<file path="src/rtl/filt_fir_interp_pkg.sv">
// -----------------------------------------------------------------------------
// filt_fir_interp_pkg
// Shared types, constants and elaboration-time helpers for the polyphase
// interpolating FIR (filt_fir_interp) and its MAC sub-module.
//   clog2_ceil      : ceil(log2(v)), 0 for v <= 1
//   taps_per_phase  : K = ceil(N / L)
//   coeff_at        : bounds-safe coefficient lookup (0 outside h[0..N-1])
//   coeff_arr_t     : fixed-capacity coefficient table, unused entries are 0
//   C_COEFFS_DEFAULT: 16-tap symmetric lowpass
//   C_TB_COEFFS     : {1,2,3,4} for directed tests
// -----------------------------------------------------------------------------
package filt_fir_interp_pkg;

    localparam int C_MAX_TAPS = 64;

    typedef int coeff_arr_t [C_MAX_TAPS];

    function automatic int clog2_ceil(input int v);
        int r;
        r = 0;
        while ((1 << r) < v) begin
            r = r + 1;
        end
        return r;
    endfunction

    function automatic int taps_per_phase(input int n, input int l);
        return (n + l - 1) / l;
    endfunction

    // Taps past the end of the filter read as zero, which is how the short
    // phases of an N that is not a multiple of L get their padding.
    function automatic int coeff_at(input coeff_arr_t arr, input int idx, input int n);
        if (idx >= n || idx >= C_MAX_TAPS) begin
            return 0;
        end
        return arr[idx];
    endfunction

    localparam coeff_arr_t C_COEFFS_DEFAULT = '{
        0: -76,   1: -254,  2: -378,  3: 0,
        4: 1347,  5: 3513,  6: 5629,  7: 6803,
        8: 6803,  9: 5629, 10: 3513, 11: 1347,
        12: 0,   13: -378, 14: -254, 15: -76,
        default: 0
    };

    localparam coeff_arr_t C_TB_COEFFS = '{0: 1, 1: 2, 2: 3, 3: 4, default: 0};

endpackage

</file>
<file path="src/rtl/filt_fir_interp_mac.sv">
// -----------------------------------------------------------------------------
// filt_fir_interp_mac
// Purely combinational dot product for one polyphase branch:
//   o_sum = sum_k i_coef[k] * i_x[k], full precision, sign-extended.
// Ports:
//   i_coef [K]  signed coefficients of the current phase
//   i_x    [K]  signed delay-line contents (already updated for this edge)
//   o_sum       signed full-precision sum, gp_oup_width bits
// -----------------------------------------------------------------------------
module filt_fir_interp_mac #(
    parameter int gp_taps        = 4,
    parameter int gp_inp_width   = 16,
    parameter int gp_coeff_width = 16,
    parameter int gp_oup_width   = 34
) (
    input  logic signed [gp_coeff_width-1:0] i_coef [gp_taps],
    input  logic signed [gp_inp_width-1:0]   i_x    [gp_taps],
    output logic signed [gp_oup_width-1:0]   o_sum
);

    localparam int PW = gp_inp_width + gp_coeff_width;

    logic signed [PW-1:0]           w_prod [gp_taps];
    logic signed [gp_oup_width-1:0] w_acc;

    always_comb begin
        for (int k = 0; k < gp_taps; k++) begin
            // Widen both operands first so the product is formed at PW bits.
            w_prod[k] = PW'(i_coef[k]) * PW'(i_x[k]);
        end
    end

    always_comb begin
        // NOTE: combinational blocks assign every output a default before any
        // conditional or loop, so no path leaves a value held (no latch).
        w_acc = '0;
        for (int k = 0; k < gp_taps; k++) begin
            w_acc = w_acc + gp_oup_width'(w_prod[k]);
        end
    end

    assign o_sum = w_acc;

endmodule

</file>
<file path="src/rtl/filt_fir_interp.sv">
// -----------------------------------------------------------------------------
// filt_fir_interp
// Polyphase interpolating FIR, upsampling factor L. One input sample is taken
// every L enabled cycles (when o_rdy=1), one output sample leaves every enabled
// cycle. Equivalent to zero-stuffing by L and filtering with h[0..N-1], but
// only the K = ceil(N/L) non-zero products of the active phase are computed.
// Ports:
//   i_clk     clock, rising edge
//   i_rst_an  synchronous reset, active-low, overrides i_ena
//   i_ena     clock enable, all state holds when low
//   i_data    signed input sample, consumed when o_rdy & i_ena at an edge
//   o_rdy     next enabled edge consumes i_data (phase counter == 0)
//   o_phase   phase index of the sample on o_data
//   o_data    signed full-precision interpolated output
// -----------------------------------------------------------------------------
module filt_fir_interp
    import filt_fir_interp_pkg::*;
#(
    parameter int         gp_inp_width    = 16,
    parameter int         gp_coeff_length = 16,
    parameter int         gp_coeff_width  = 16,
    parameter int         gp_interp_l     = 4,
    parameter coeff_arr_t gp_coeffs       = C_COEFFS_DEFAULT,
    parameter int         gp_oup_width    = gp_inp_width + gp_coeff_width
                                            + clog2_ceil(taps_per_phase(gp_coeff_length, gp_interp_l))
) (
    input  logic                                      i_clk,
    input  logic                                      i_rst_an,
    input  logic                                      i_ena,
    input  logic signed [gp_inp_width-1:0]            i_data,
    output logic                                      o_rdy,
    output logic [clog2_ceil(gp_interp_l)-1:0]        o_phase,
    output logic signed [gp_oup_width-1:0]            o_data
);

    localparam int K    = taps_per_phase(gp_coeff_length, gp_interp_l);
    localparam int PH_W = clog2_ceil(gp_interp_l);
    localparam int CW   = gp_coeff_width;
    localparam int IW   = gp_inp_width;

    logic [PH_W-1:0]              r_ph;
    logic signed [IW-1:0]         r_x [K];
    logic signed [gp_oup_width-1:0] r_data;
    logic [PH_W-1:0]              r_phase;

    logic signed [IW-1:0]         w_x_next [K];
    logic signed [CW-1:0]         w_coef   [K];
    logic signed [gp_oup_width-1:0] w_sum;

    // The delay line only shifts on the edge that accepts a new sample; the
    // remaining L-1 phases reuse the same K samples with other coefficients.
    always_comb begin
        w_x_next = r_x;
        if (r_ph == '0) begin
            w_x_next[0] = i_data;
            for (int k = 1; k < K; k++) begin
                w_x_next[k] = r_x[k-1];
            end
        end
    end

    // Phase p uses taps h[k*L + p]; the mux selects one column of that table.
    always_comb begin
        for (int k = 0; k < K; k++) begin
            w_coef[k] = '0;
            for (int p = 0; p < gp_interp_l; p++) begin
                if (r_ph == PH_W'(p)) begin
                    w_coef[k] = CW'(coeff_at(gp_coeffs, k * gp_interp_l + p, gp_coeff_length));
                end
            end
        end
    end

    filt_fir_interp_mac #(
        .gp_taps        (K),
        .gp_inp_width   (IW),
        .gp_coeff_width (CW),
        .gp_oup_width   (gp_oup_width)
    ) u_mac (
        .i_coef (w_coef),
        .i_x    (w_x_next),
        .o_sum  (w_sum)
    );

    // NOTE: sequential state uses non-blocking assignments so every register
    // samples the pre-edge values, independent of statement order.
    always_ff @(posedge i_clk) begin
        if (!i_rst_an) begin
            r_ph    <= '0;
            r_data  <= '0;
            r_phase <= '0;
            // NOTE: the delay line is reset explicitly, because a reset must
            // discard samples in flight rather than let them leak into outputs.
            for (int k = 0; k < K; k++) begin
                r_x[k] <= '0;
            end
        end else if (i_ena) begin
            r_x     <= w_x_next;
            r_data  <= w_sum;
            r_phase <= r_ph;
            r_ph    <= (r_ph == PH_W'(gp_interp_l - 1)) ? '0 : r_ph + PH_W'(1);
        end
    end

    assign o_rdy   = (r_ph == '0);
    assign o_phase = r_phase;
    assign o_data  = r_data;

endmodule

</file>
<file path="config.mk">
export PLATFORM = sky130hd
export DESIGN_NAME = filt_fir_interp
export DESIGN_NICKNAME = d
export VERILOG_FILES = /design/src/rtl/filt_fir_interp_pkg.sv /design/src/rtl/filt_fir_interp_mac.sv /design/src/rtl/filt_fir_interp.sv
export SDC_FILE = /design/constraint.sdc
export NUM_CORES = 2
export LEC_CHECK = 0
export ABC_AREA = 1
export CAP_MARGIN = 10
export CORE_MARGIN = 1.5
export CORE_UTILIZATION = 60
export CTS_BUF_LIST = sky130_fd_sc_hd__clkbuf_16
export DETAILED_ROUTE_END_ITERATION = 6
export PLACE_DENSITY_LB_ADDON = 0.15
export SETUP_SLACK_MARGIN = 0.15
export SLEW_MARGIN = 20
export SYNTH_ARGS = -nofsm -noshare
export SYNTH_HDL_FRONTEND = slang
export SYNTH_HIERARCHICAL = 1
export SYNTH_SLANG_ARGS = --single-unit
</file>
<file path="constraint.sdc">
create_clock -name i_clk -period 21 [get_ports i_clk]
set_input_delay 4.2 -clock i_clk [delete_from_list [all_inputs] [get_ports i_clk]]
set_output_delay 4.2 -clock i_clk [all_outputs]
set_load 0.005 [all_outputs]
</file>
---- After elaboration in Yosys (flattened, before gate mapping) ----
Index checks and enable logic that the tools add are counted.
word-level totals
  register bits ........................... 102
  bits in latches ......................... 0
  RAM bits ................................ 0
  bits in read-only memories .............. 0
  input port bits ......................... 19
  output and inout bits ................... 37
  logic and storage cells ................. 36
  memories kept ........................... 0
cells by class
  add/sub/neg operators ................... 4
  $mul .................................... 4
  div/mod/pow operators ................... 0
  order comparisons ....................... 0
  equal/unequal tests ..................... 3
  shift-type cells ........................ 0
  mux-type cells .......................... 17
  bitwise gates (word level) .............. 0
  reduce and logical (&&, ||, !) cells .... 1
operators with widths
  cell                 count
  $mux 16              13
  $mul 16x16->32       4
  $mux 64              1
  $add 33x32->34       1
  $add 34x32->34       1
  $add 32x32->33       1
  $mux 13              1
  $mux 11              1
  $eq 2x2->1 const B   2
  $add 2x1->2 const B  1
  $eq 2x1->1 const B   1
  $logic_not 2->1      1
  $mux 2               1

---- Longest topological paths before layout ----
  depth in word-level cells ............... 9
  mapped depth ............................ 44
  gate-level depth less buffers ........... 41

---- By module ----
Netlist, hierarchy kept.
modules (own cells, without submodules)
  module               times used  cells each  area each (um^2)  seq. area each (um^2)
  filt_fir_interp_mac  1           4918        41850.1           0.0
  filt_fir_interp      1           796         4967.3            2042.0

---- Worst setup path after synthesis ----
No wires, ideal clock.
  path type ............................... input port to flip-flop
  start ................................... in i_data[5]
  end ..................................... reg r_data[33] (netlist: o_data[33])
  setup time .............................. 116 ps
  arrival time ............................ 11686 ps
  data required time ...................... 20884 ps
  path slack .............................. 9198 ps
  stages .................................. 30
  path buffers ............................ 2
  path through ............................ nand2_1 -> nand2_1 -> clkbuf_1 -> clkbuf_1 -> nand2_1 -> inv_1 -> fa_1 -> fa_1 -> fa_1 -> inv_1 -> fa_1 -> fa_1 -> fa_1 -> fa_1 -> fa_1 -> inv_1 -> fa_1 -> inv_1 -> fa_1 -> inv_1 -> ha_1 -> a21o_1 -> a221oi_1 -> nand3_2 -> inv_1 -> nand2_1 -> nand2_1 -> inv_1 -> nor2_1 -> nor2_1
RTL lines
  item                    line                   text
  start: declaration      filt_fir_interp.sv:30  input logic signed [gp_inp_width-1:0] i_data,
  end signal: assignment  filt_fir_interp.sv:99  r_data <= w_sum;
  end: declaration        filt_fir_interp.sv:43  logic signed [gp_oup_width-1:0] r_data;

==> impl_metrics.yaml <==
global_routing:
  grt_util_all_layers_pct: 30.9
  grt_max_degree: 86
  grt_pass1_vias: 35465
  gr-total-overflow: 0
  grt_pass1_wl_um: 187000
  antenna_found_initial: 0
worst_setup_path:
  cp_max_fo: 16
  cp-end-kind: "flip-flop"
  cp.depth: 35
  startpoint_type: "primary input"
  r2r-end: "o_data[29]"
  slowest_delay_ps: 730
  arrival_ps: 13290
  critPathSlowestCell: "fa_1"
  critPathMostFrequentCell: "fa_1"
  crit_buf_inv: 9
  path_class: "primary input to flip-flop"
  crit_start: "i_data[1]"
  crit_family: "adder cells"
  reg2reg_from: "r_ph[0]"
  crit_end: "o_data[29]"
  rrSetupSlack_ps: 10080
  r2r_cells: 39
  required_ps: 21330
route:
  drt_pre_antenna_iters: 6
  wire_per_inst_um: 16.8
  drc: 0
  drt_iter0_markers: 2023
  post_drt_via_cell_ratio: 4.96
  ant_nets: 0
  vias: 33112
  wirelength_um: 112000
clocking:
  clk_latency_ps: 400
  h-tree-depth: 3
  numCtsBuffers: 9
  clkTransAtPathRegs_ps: 90
  cts.sinks: 102
  post_cts_buffers: 0
  cts_tree: "done"
  clk_path_buf_depth: 2
  root_buffer: "clkbuf_16"
  ctsResizeCount: 0
  hold_buffers: 0
synthesis:
  synth-edff-count: 0
  yosysSeqAreaShare_pct: 4.36
  yosys_register_bits: 102
  ys_async_sr_fraction_pct: 0
  syn_area_um2: 46800
  yosys_warnings: 6
  avgSynthCellArea_um2: 8.19
  synthDistinctLibCells: 41
  yosys_most_used_dff: "dfxtp_1"
  syn_inst: 5714
placement:
  place_ws_ps: 7790
  place.gp.congestion: 0.965
  dp_hpwl_um: 96900
  io_buffers: 55
timing:
  holdWs_ps: 481
  worst_slack_ps: 8050
  hold_violations: 0
  slew_viol_final: 0
  setup_violations: 0
  rsz0062_at_grt: "no"
  worstMarginPinSlew_ps: 1050
  slew_headroom_pct: 29.9
  period_minus_slack_ps: 12950
  fin_crit_sh_pct: 61.7
  max_freq_mhz: 77.2
  finalSetupTns_ps: 0
  finClkSkew_ps: 24.4
floorplan:
  ios: 56
  rows: 102
  start_util_pct: 60.5
  coreArea_um2: 77300
  die_h_um: 282
  die-area_um2: 79700
  die_w_um: 282
layout:
  diodes: 0
  drive_gt1_share_pct: 2.22
  nNetsFinal: 7165
  area_delta_synth_final_pct: 3.41
flow_run:
  cap_violations: 0
status:
  status: "complete, no violations"
hold_path:
  hp-class: "flip-flop to flip-flop"
cell usage after synthesis, types with 2 or more instances:
cell,n,area share (%)
a21boi_1,2,0.032
a21o_1,5,0.080
a21oi_1,33,0.35
a21oi_2,4,0.075
a21oi_4,3,0.10
a31oi_1,4,0.053
buf_2,21,0.22
buf_4,10,0.16
buf_6,8,0.19
clkbuf_1,224,1.8
dfxtp_1,102,4.4
fa_1,1269,54
ha_1,251,6.7
inv_1,1937,16
inv_2,6,0.048
nand2_1,1331,11
nand2_2,11,0.15
nand3_1,85,0.91
nand3_2,4,0.086
nand4_1,4,0.053
nor2_1,255,2.0
nor3_1,4,0.043
o21ai_0,38,0.41
o21ai_1,12,0.13
o21ai_4,2,0.069
o221ai_1,2,0.037
or2_1,2,0.027
or2_2,34,0.45
xnor2_1,14,0.26
xor2_1,26,0.49
kinds of logic after synthesis:
family                   count (synthesis)  share of synthesized area (%)
other                                    1                        0.00801
adder cells (fa/ha/maj)               1520                           61.0
flip-flops                             102                           4.36
buffers and inverters                 2207                           18.0
AND/OR/NAND/NOR                       1733                           14.5
AO/OA/AOI/OAI                          111                           1.45
XOR/XNOR                                40                          0.748
cell usage in the layout, fill, tap and decap left out, types with 4 or more instances in the layout:
cell and count:
clkdlybuf4s50_1 54, nand2_2 11, xor2_1 26, inv_2 7, o21ai_1 12, a21oi_1 32
inv_1 1934, a21o_1 5, a21oi_2 4, clkbuf_16 9, nand2_1 1331, dfxtp_1 102
conb_1 78, o21ai_0 38, a31oi_1 4, buf_4 34, nor3_1 4, xnor2_1 14
a21oi_4 4, nand4_1 4, nor2_1 254, ha_1 248, nand3_2 4, fa_1 1269
or2_2 34, nand3_1 85
metal layers:
| layer | GRT usage, % | share of wire (%) |
|---|---|---|
| met1 | 38.7 | 38 |
| met2 | 54.4 | 52 |
| met3 | 2.40 | 4.3 |
| met4 | 14.6 | 5.7 |
| met5 | 0 | 0 |
state kept, by name, summed over array words and instances, names as in the netlist:
signal   flops
r_x         64
r_ph         2
o_data      34
o_phase      2
metrics by stage:
stage | util [%] | area (um^2) | std cells
finish | 62.6 | 48400 | 6671
global route | 62.6 | 48400 | 6671
CTS | 62.6 | 48400 | 6671
detailed placement | 62.2 | 48100 | 6655
global placement | 62.2 | 48100 | 6655
floorplan | - | 47100 | 5791
worst min path at each step:
stage / startpoint / end / slack, ps / cells past startpoint
final: o_phase[0] / o_phase[0] / 480 / 2
after global routing: o_phase[0] / o_phase[0] / 510 / 2
after CTS: o_phase[0] / o_phase[0] / 480 / 2
after detailed placement: o_phase[0] / o_phase[0] / 470 / 2
after global placement: o_phase[0] / o_phase[0] / 450 / 2
after floorplan: o_phase[0] / o_phase[0] / 460 / 2
worst min-delay path, delay by kind of cell (launching register included):
kind	cells	cell delay, ps
AO/OA/AOI/OAI	1	50
flip-flops	1	320
AND/OR/NAND/NOR	1	60
cell type report:
| class | count | area, um^2 |
|---|---|---|
| clock buffers | 9 | 225 |
| clock inverters | 7 | 56.3 |
| fillers | 6929 | 28900 |
| inverters | 1943 | 7300 |
| multi-input cells | 3482 | 36700 |
| flip-flops and latches | 102 | 2040 |
| well taps | 1040 | 1300 |
| repair buffers | 88 | 796 |
Power is not shown: default switching activity piles up to over one toggle a cycle in this logic, so the estimate is an artifact.
